**config.mk**
```make
export PLATFORM = sky130hd
export DESIGN_NAME = pipe_grf
export DESIGN_NICKNAME = d
export VERILOG_FILES = /design/src/rtl/pipe_grf.sv
export SDC_FILE = /design/constraint.sdc
export NUM_CORES = 2
export LEC_CHECK = 0
export BUFFER_PORTS_ARGS = -buffer_cell sky130_fd_sc_hd__buf_4
export CAP_MARGIN = 0
export CORE_MARGIN = 2
export CORE_UTILIZATION = 49
export CTS_CLUSTER_DIAMETER = 120
export DETAILED_ROUTE_END_ITERATION = 8
export GPL_TIMING_DRIVEN = 0
export PLACE_DENSITY = 0.63
export SYNTH_ARGS = -nofsm -noshare
export SYNTH_HDL_FRONTEND = slang
export SYNTH_SLANG_ARGS = --single-unit
```
**constraint.sdc**
```tcl
create_clock -name i_clk -period 6.65 [get_ports i_clk]
set_input_delay 1.6625 -clock i_clk [delete_from_list [all_inputs] [get_ports i_clk]]
set_output_delay 1.6625 -clock i_clk [all_outputs]
set_load 0.02 [all_outputs]
```
**src/rtl/pipe_grf.sv**
```systemverilog
// ---------------------------------------------------------------------------
// pipe_grf : general register file with per-register busy (scoreboard) bits
//            for an in-order issue pipeline.
//
// Parameters
//   DATA_W  : register width
//   ADDR_W  : register index width (NREG = 2**ADDR_W)
//   SP_IDX  : index of the stack-pointer register
//   SP_INIT : reset value of reg[SP_IDX] (truncated to DATA_W)
//   BYPASS  : 1 = same-cycle write data is forwarded to the read ports
//
// Ports
//   i_clk                  : clock, all state updates on rising edge
//   i_reset                : synchronous active-high reset
//   i_raddr1/2, o_rdata1/2 : combinational read ports
//   o_busy1/2              : addressed register awaits an in-flight write
//   i_wen/i_waddr/i_wdata  : write port (also retires the busy bit)
//   i_resv_en/i_resv_addr  : reserve port (marks a register busy)
//   o_busy_cnt             : registered count of busy registers
// ---------------------------------------------------------------------------
module pipe_grf #(
    parameter int unsigned DATA_W  = 32,
    parameter int unsigned ADDR_W  = 5,
    parameter int unsigned SP_IDX  = 29,
    parameter logic [31:0] SP_INIT = 32'h0000_2ffc,
    parameter bit          BYPASS  = 1'b1
) (
    input  logic              i_clk,
    input  logic              i_reset,
    input  logic [ADDR_W-1:0] i_raddr1,
    input  logic [ADDR_W-1:0] i_raddr2,
    output logic [DATA_W-1:0] o_rdata1,
    output logic [DATA_W-1:0] o_rdata2,
    output logic              o_busy1,
    output logic              o_busy2,
    input  logic              i_wen,
    input  logic [ADDR_W-1:0] i_waddr,
    input  logic [DATA_W-1:0] i_wdata,
    input  logic              i_resv_en,
    input  logic [ADDR_W-1:0] i_resv_addr,
    output logic [ADDR_W:0]   o_busy_cnt
);

    localparam int unsigned NREG = 1 << ADDR_W;

    logic [DATA_W-1:0] r_regs [NREG];
    logic [NREG-1:0]   r_busy;
    logic [ADDR_W:0]   r_busy_cnt;

    logic w_wr_ok;
    logic w_rv_ok;
    logic w_cnt_inc;
    logic w_cnt_dec;
    logic w_fwd1;
    logic w_fwd2;

    // Index 0 is hardwired: writes and reservations to it are dropped.
    assign w_wr_ok = i_wen     && (i_waddr     != '0);
    assign w_rv_ok = i_resv_en && (i_resv_addr != '0);

    // Count moves only on real busy-bit transitions. A write that retires a
    // register reserved again in the same cycle leaves the bit set, so it
    // must not decrement.
    assign w_cnt_inc = w_rv_ok && !r_busy[i_resv_addr];
    assign w_cnt_dec = w_wr_ok && r_busy[i_waddr] &&
                       !(w_rv_ok && (i_resv_addr == i_waddr));

    always_ff @(posedge i_clk) begin
        if (i_reset) begin
            for (int unsigned i = 0; i < NREG; i++) begin
                r_regs[i] <= (i == SP_IDX) ? DATA_W'(SP_INIT) : '0;
            end
            r_busy     <= '0;
            r_busy_cnt <= '0;
        end else begin
            if (w_wr_ok) begin
                r_regs[i_waddr] <= i_wdata;
            end
            // Clear first, then set: reserve wins on a same-index collision.
            begin
                logic [NREG-1:0] v_busy;
                v_busy = r_busy;
                if (w_wr_ok) v_busy[i_waddr]     = 1'b0;
                if (w_rv_ok) v_busy[i_resv_addr] = 1'b1;
                r_busy <= v_busy;
            end
            case ({w_cnt_inc, w_cnt_dec})
                2'b10:   r_busy_cnt <= r_busy_cnt + (ADDR_W+1)'(1);
                2'b01:   r_busy_cnt <= r_busy_cnt - (ADDR_W+1)'(1);
                default: r_busy_cnt <= r_busy_cnt;
            endcase
        end
    end

    assign w_fwd1 = BYPASS && w_wr_ok && (i_waddr == i_raddr1);
    assign w_fwd2 = BYPASS && w_wr_ok && (i_waddr == i_raddr2);

    always_comb begin
        o_rdata1 = '0;
        o_busy1  = 1'b0;
        if (i_raddr1 != '0) begin
            o_rdata1 = w_fwd1 ? i_wdata : r_regs[i_raddr1];
            o_busy1  = w_fwd1 ? 1'b0    : r_busy[i_raddr1];
        end
    end

    always_comb begin
        o_rdata2 = '0;
        o_busy2  = 1'b0;
        if (i_raddr2 != '0) begin
            o_rdata2 = w_fwd2 ? i_wdata : r_regs[i_raddr2];
            o_busy2  = w_fwd2 ? 1'b0    : r_busy[i_raddr2];
        end
    end

    assign o_busy_cnt = r_busy_cnt;

endmodule

```
# --- After elaboration in Yosys (flattened, before gate mapping) ---
# Memory sizes are Yosys's and may differ from the RTL's.
# Cells that the tools add are included.
totals:
  mem_count: 1
  in_bits: 56
  elab_cells: 69
  output_inout_bits: 72
  regBits: 38
  ram_bits: 1024
mem_list:
  columns: ["memory", "depth", "width", "rd", "rd_clocked_by_memory_dff", "write_ports", "line", "rtl"]
  rows:
  - ["r_regs", 32, 32, 2, 0, 32, "46", "logic [DATA_W-1:0] r_regs [NREG];"]
classes:
  magnitude_cmp: 6
  n_reduce_logical: 18
  bitwise_logic: 3
  muxes: 32
  n_addsub: 2
  eq_ne: 5
ops:
  columns: ["cell", "count"]
  rows:
  - ["2-to-1 mux 32 bit", 8]
  - ["AND 32 bit", 1]
  - ["inverter 32 bit", 1]
  - ["bitwise OR 32 bit", 1]
  - ["OR reduction 32 bit", 1]
  - ["less-than comparator 5 x 6 -> 1 bit, second input constant", 4]
  - ["binary-select mux 1 bit (select 5 bit)", 4]
  - ["nonzero test 5 bit", 4]
  - ["2-to-1 mux 1 bit", 16]
  - ["equality test 5 bit", 3]
  - ["one-hot mux 6 bit (2 select lines)", 1]
  - ["demux 1 bit (select 5 bit)", 2]
  - [">= comparator 5 x 1 -> 1 bit, second input constant", 2]
  - ["logical AND 1 bit", 10]
  - ["adder 6 x 1 -> 6 bit, second input constant", 1]
  - ["subtractor 6 x 1 -> 6 bit, second input constant", 1]
  - ["2-to-1 mux 5 bit", 1]
  - ["equality test 2 x 1 -> 1 bit, second input constant", 1]
  - ["equality test 2 bit, second input constant", 1]
  - ["zero test 1 bit", 2]
  - ["nonzero test 2 bit", 1]

# --- Longest topological paths before layout ---
logic_depth:
  depth_word: 10
  depth_mapped: 15
  depth_no_buf: 13

# --- Worst setup path after synthesis ---
# No wires, ideal clock.
synth_path:
  path_kind: "in2reg"
  startpoint: "in i_waddr[2]"
  endpoint: "mem r_regs[10][0], enable pin"
  path_buffers: 3
  setup_slack_ps: 1193
  stages: 5
  required_time_ps: 6184
  setup_ps: 466
  arrival_time_ps: 4991
  path_cell_list: "clkbuf_1 > or3b_2 > clkbuf_1 > clkbuf_1 > o21ai_0"
synth_lines:
  columns: ["item", "line", "rtl"]
  rows:
  - ["from (decl)", "37", "input logic [ADDR_W-1:0] i_waddr,"]
  - ["to (decl)", "46", null]

# --- Final worst setup path ---
layout_path:
  startpoint: "in i_raddr2[1]"
  endpoint: "out o_rdata2[12]"
layout_via:
  elab_chain_len: 4
  elab_cells_between_ends: 6
  classes_between: "1 x eq/ne; 2 x mux; 2 x reduce/logical; 1 x memory"
layout_lines:
  columns: ["item", "line", "rtl"]
  rows:
  - ["from (decl)", "31", "input logic [ADDR_W-1:0] i_raddr2,"]
  - ["parallel branches: the longest is 3 deep, another holds memory (32 x 32 bit)", null, null]
  - ["2-to-1 mux 32 bit *", "110", "if (i_raddr2 != '0) begin"]
  - ["to (decl)", "33", "output logic [DATA_W-1:0] o_rdata2,"]
# Every way passes the cells marked *.

==> flow_metrics.tcl <==
set metrics [dict create \
    die_h_um 350.6 \
    fin_setup_tns_ps -5559 \
    yosysWarnings 0 \
    fp-row-count 127 \
    tightest_slew_ps 1633 \
    cts_buffers 120 \
    first_global_vias 43520 \
    required_ps 4990 \
    finalClockSkew_ps 8.040 \
    synth_xor_area_share_pct 0.2679 \
    wire_per_inst_um 46.69 \
    syn_avg_cell_area_um2 13.58 \
    global_route.usage.total_pct 48.12 \
    core_um2 119500 \
    fp.dieArea_um2 122900 \
    htreeDepth 3 \
    firstDrtPassIters 9 \
    synth-simple-area-share_pct 13.16 \
    place_congestion 1.071 \
    drc 0 \
    final_common_cell "edfxtp_1" \
    antenna_left 0 \
    setup_ws_ps -304.7 \
    io_pins 128 \
    synthArstFlopShare_pct 0 \
    ys.flop_type "edfxtp_1" \
    routed_via_density 7.352 \
    cts-root-buf "clkbuf_16" \
    antenna_found_initial 22 \
    p_leak_nw 23.90 \
    crit_fanout 10 \
    outcome "finished, violations left" \
    die_w_um 350.6 \
    end_kind "output pin" \
    slew_viol_final 11 \
    drv_cap 1 \
    power_density_nw_per_um2 263.0 \
    ys_types 72 \
    setup_viol 45 \
    hold_violations 0 \
    cp-start-kind "primary input" \
    fmax_ghz 0.1438 \
    synth_edf_count 1024 \
    clock_path_buffers 3 \
    fin_crit_sh_pct 104.6 \
    yosys_register_bits 1062 \
    nets 4704 \
    synthAdderAreaFrac_pct 0.1403 \
    irDropWorstVdd_mv 0.2548 \
    hpwl_um 212200 \
    vias 46900 \
    initial_core_util_pct 49.25 \
    clkSlewWorstSetupHoldPaths_ps 60 \
    synth_top_cell_by_area "edfxtp_1" \
    violations "max-capacitance violations, max-slew violations, negative setup slack" \
    synthToLayoutAreaGrowth_pct 14.60 \
    postCtsSetupBuffers 0 \
    syn_inst 4333 \
    clock_latency_ps 750 \
    hold_path.class "flip-flop to flip-flop" \
    place_area_um2 63120 \
    worstSetupPathType "primary input to output pin" \
    cts_tree "done" \
    wl_um 297900 \
    grt_pass1_wl_um 386500 \
    synth_top_family_by_area "multiplexers" \
    max_slew_margin_pct -8.853 \
    grt_max_degree 28 \
    fin_area_um2 67450 \
    whs_path_depth 2 \
    yosysSeqAreaShare_pct 53.54 \
    cts.sinks 1062 \
    portBuffers 116 \
    synth_top_area_share_pct 52.24 \
    cp.arrival_ps 5290 \
    hold_ws_ps 492.2 \
    finalCriticalPeriod_ps 6955 \
    rsz0062_at_grt "false" \
    layout_common_cells "1024 x edfxtp_1, 965 x and2_1, 376 x mux4_2" \
    synth_area_um2 58860 \
    drtIter0Drc 9444 \
    total_power_mw 17.74 \
    synth-compound-area-share_pct 7.995 \
    drive_gt1_share_pct 22.32 \
    reg2reg_depth 11 \
    synth.area.top_cells "edfxtp_1 52%, mux4_2 14%, and2_1 10%" \
    synth_mux_area_share_pct 20.91 \
    grt-ovfl-total 0 \
]
==> path summary, 6_finish.rpt <==
kind / from / endpoint / slack [ps]
hold reg to reg: o_busy_cnt[3] / o_busy_cnt[3] / 490
setup / recovery: i_raddr2[1] / o_rdata2[12] / -300
setup reg to reg: r_busy[11] / o_busy_cnt[5] / 2840
hold / removal: o_busy_cnt[3] / o_busy_cnt[3] / 490
==> metal layers <==
metal  vias to the layer above  share of wire (%)  track usage (%)
met5                         -              0.083            1.217
met3                      1071                 16            20.35
met4                        12                9.2            36.78
met2                      4799                 40            65.03
li1                      17300                  -                -
met1                     23720                 34            60.80
==> through the flow <==
step | instances | worst slack, ps | util [%]
after floorplan | 4364 | 1193 | -
after global placement | 6092 | -3308 | 51.77
after detailed placement | 6136 | -1012 | 52.82
after CTS | 6359 | 2.813 | 56.34
after global routing | 6360 | 0.5009 | 56.41
final | 6379 | -304.7 | 56.45
==> worst max-delay path, cell delays in order <==
cell and delay [ps]:
buf_4 110, buf_2 330, buf_2 380, clkdlybuf4s15_1 980
mux4_2 430, nor2b_1 150, a31oi_1 440, a41oi_2 460
buf_4 300
==> synth_stat cells, types with 26 or more instances <==
library cell,instances
edfxtp_1,1024
and2_1,965
mux4_2,376
clkbuf_1,312
mux2i_1,312
a21oi_1,130
o21ai_0,124
nand2_1,104
a221oi_1,98
nor2_1,88
buf_2,79
a221o_1,60
mux2_2,52
a22oi_1,48
buf_4,47
inv_1,41
nor3_1,40
o21ai_1,39
dfxtp_1,38
nor2b_1,28
nand3_1,26
==> what timing repair did <==
item                                    in CTS  in global routing
gates resized for setup                    110                 45
pin swaps                                    1                  1
hold buffers                                 0                  0
endpoints found under the setup margin      64                 30
==> layout make-up <==
class | count | area [um^2]
multi-input cells | 2788 | 25530
plain buffers | 468 | 2399
flip-flops and latches | 1062 | 31510
fillers | 9929 | 52040
repair buffers | 160 | 1802
well taps | 1612 | 2017
clock inverters | 88 | 842.1
clock buffers | 137 | 3139
diodes | 22 | 55.05
inverters | 42 | 157.7
==> where the power goes <==
part | switching (mW) | internal, mW
logic | 1.96 | 0.944
registers | 0.193 | 7.70
clock network | 2.96 | 3.98
==> registers in the layout, indices dropped and copies added, names as in the netlist <==
| signal | count |
|---|---|
| o_busy_cnt | 6 |
| r_regs | 1024 |
| r_busy | 32 |
==> cells by family (layout without fill, tap and decap cells) <==
| group | Yosys count | in the layout |
|---|---|---|
| xor+xnor | 18 | 18 |
| mux | 745 | 745 |
| simple gates | 1317 | 1317 |
| fa+ha+maj | 6 | 6 |
| buf+inv | 514 | 895 |
| flops | 1062 | 1062 |
| other cells | 1 | 54 |
| compound gates | 670 | 670 |
No activity file was read; power rests on OpenSTA's default activity.
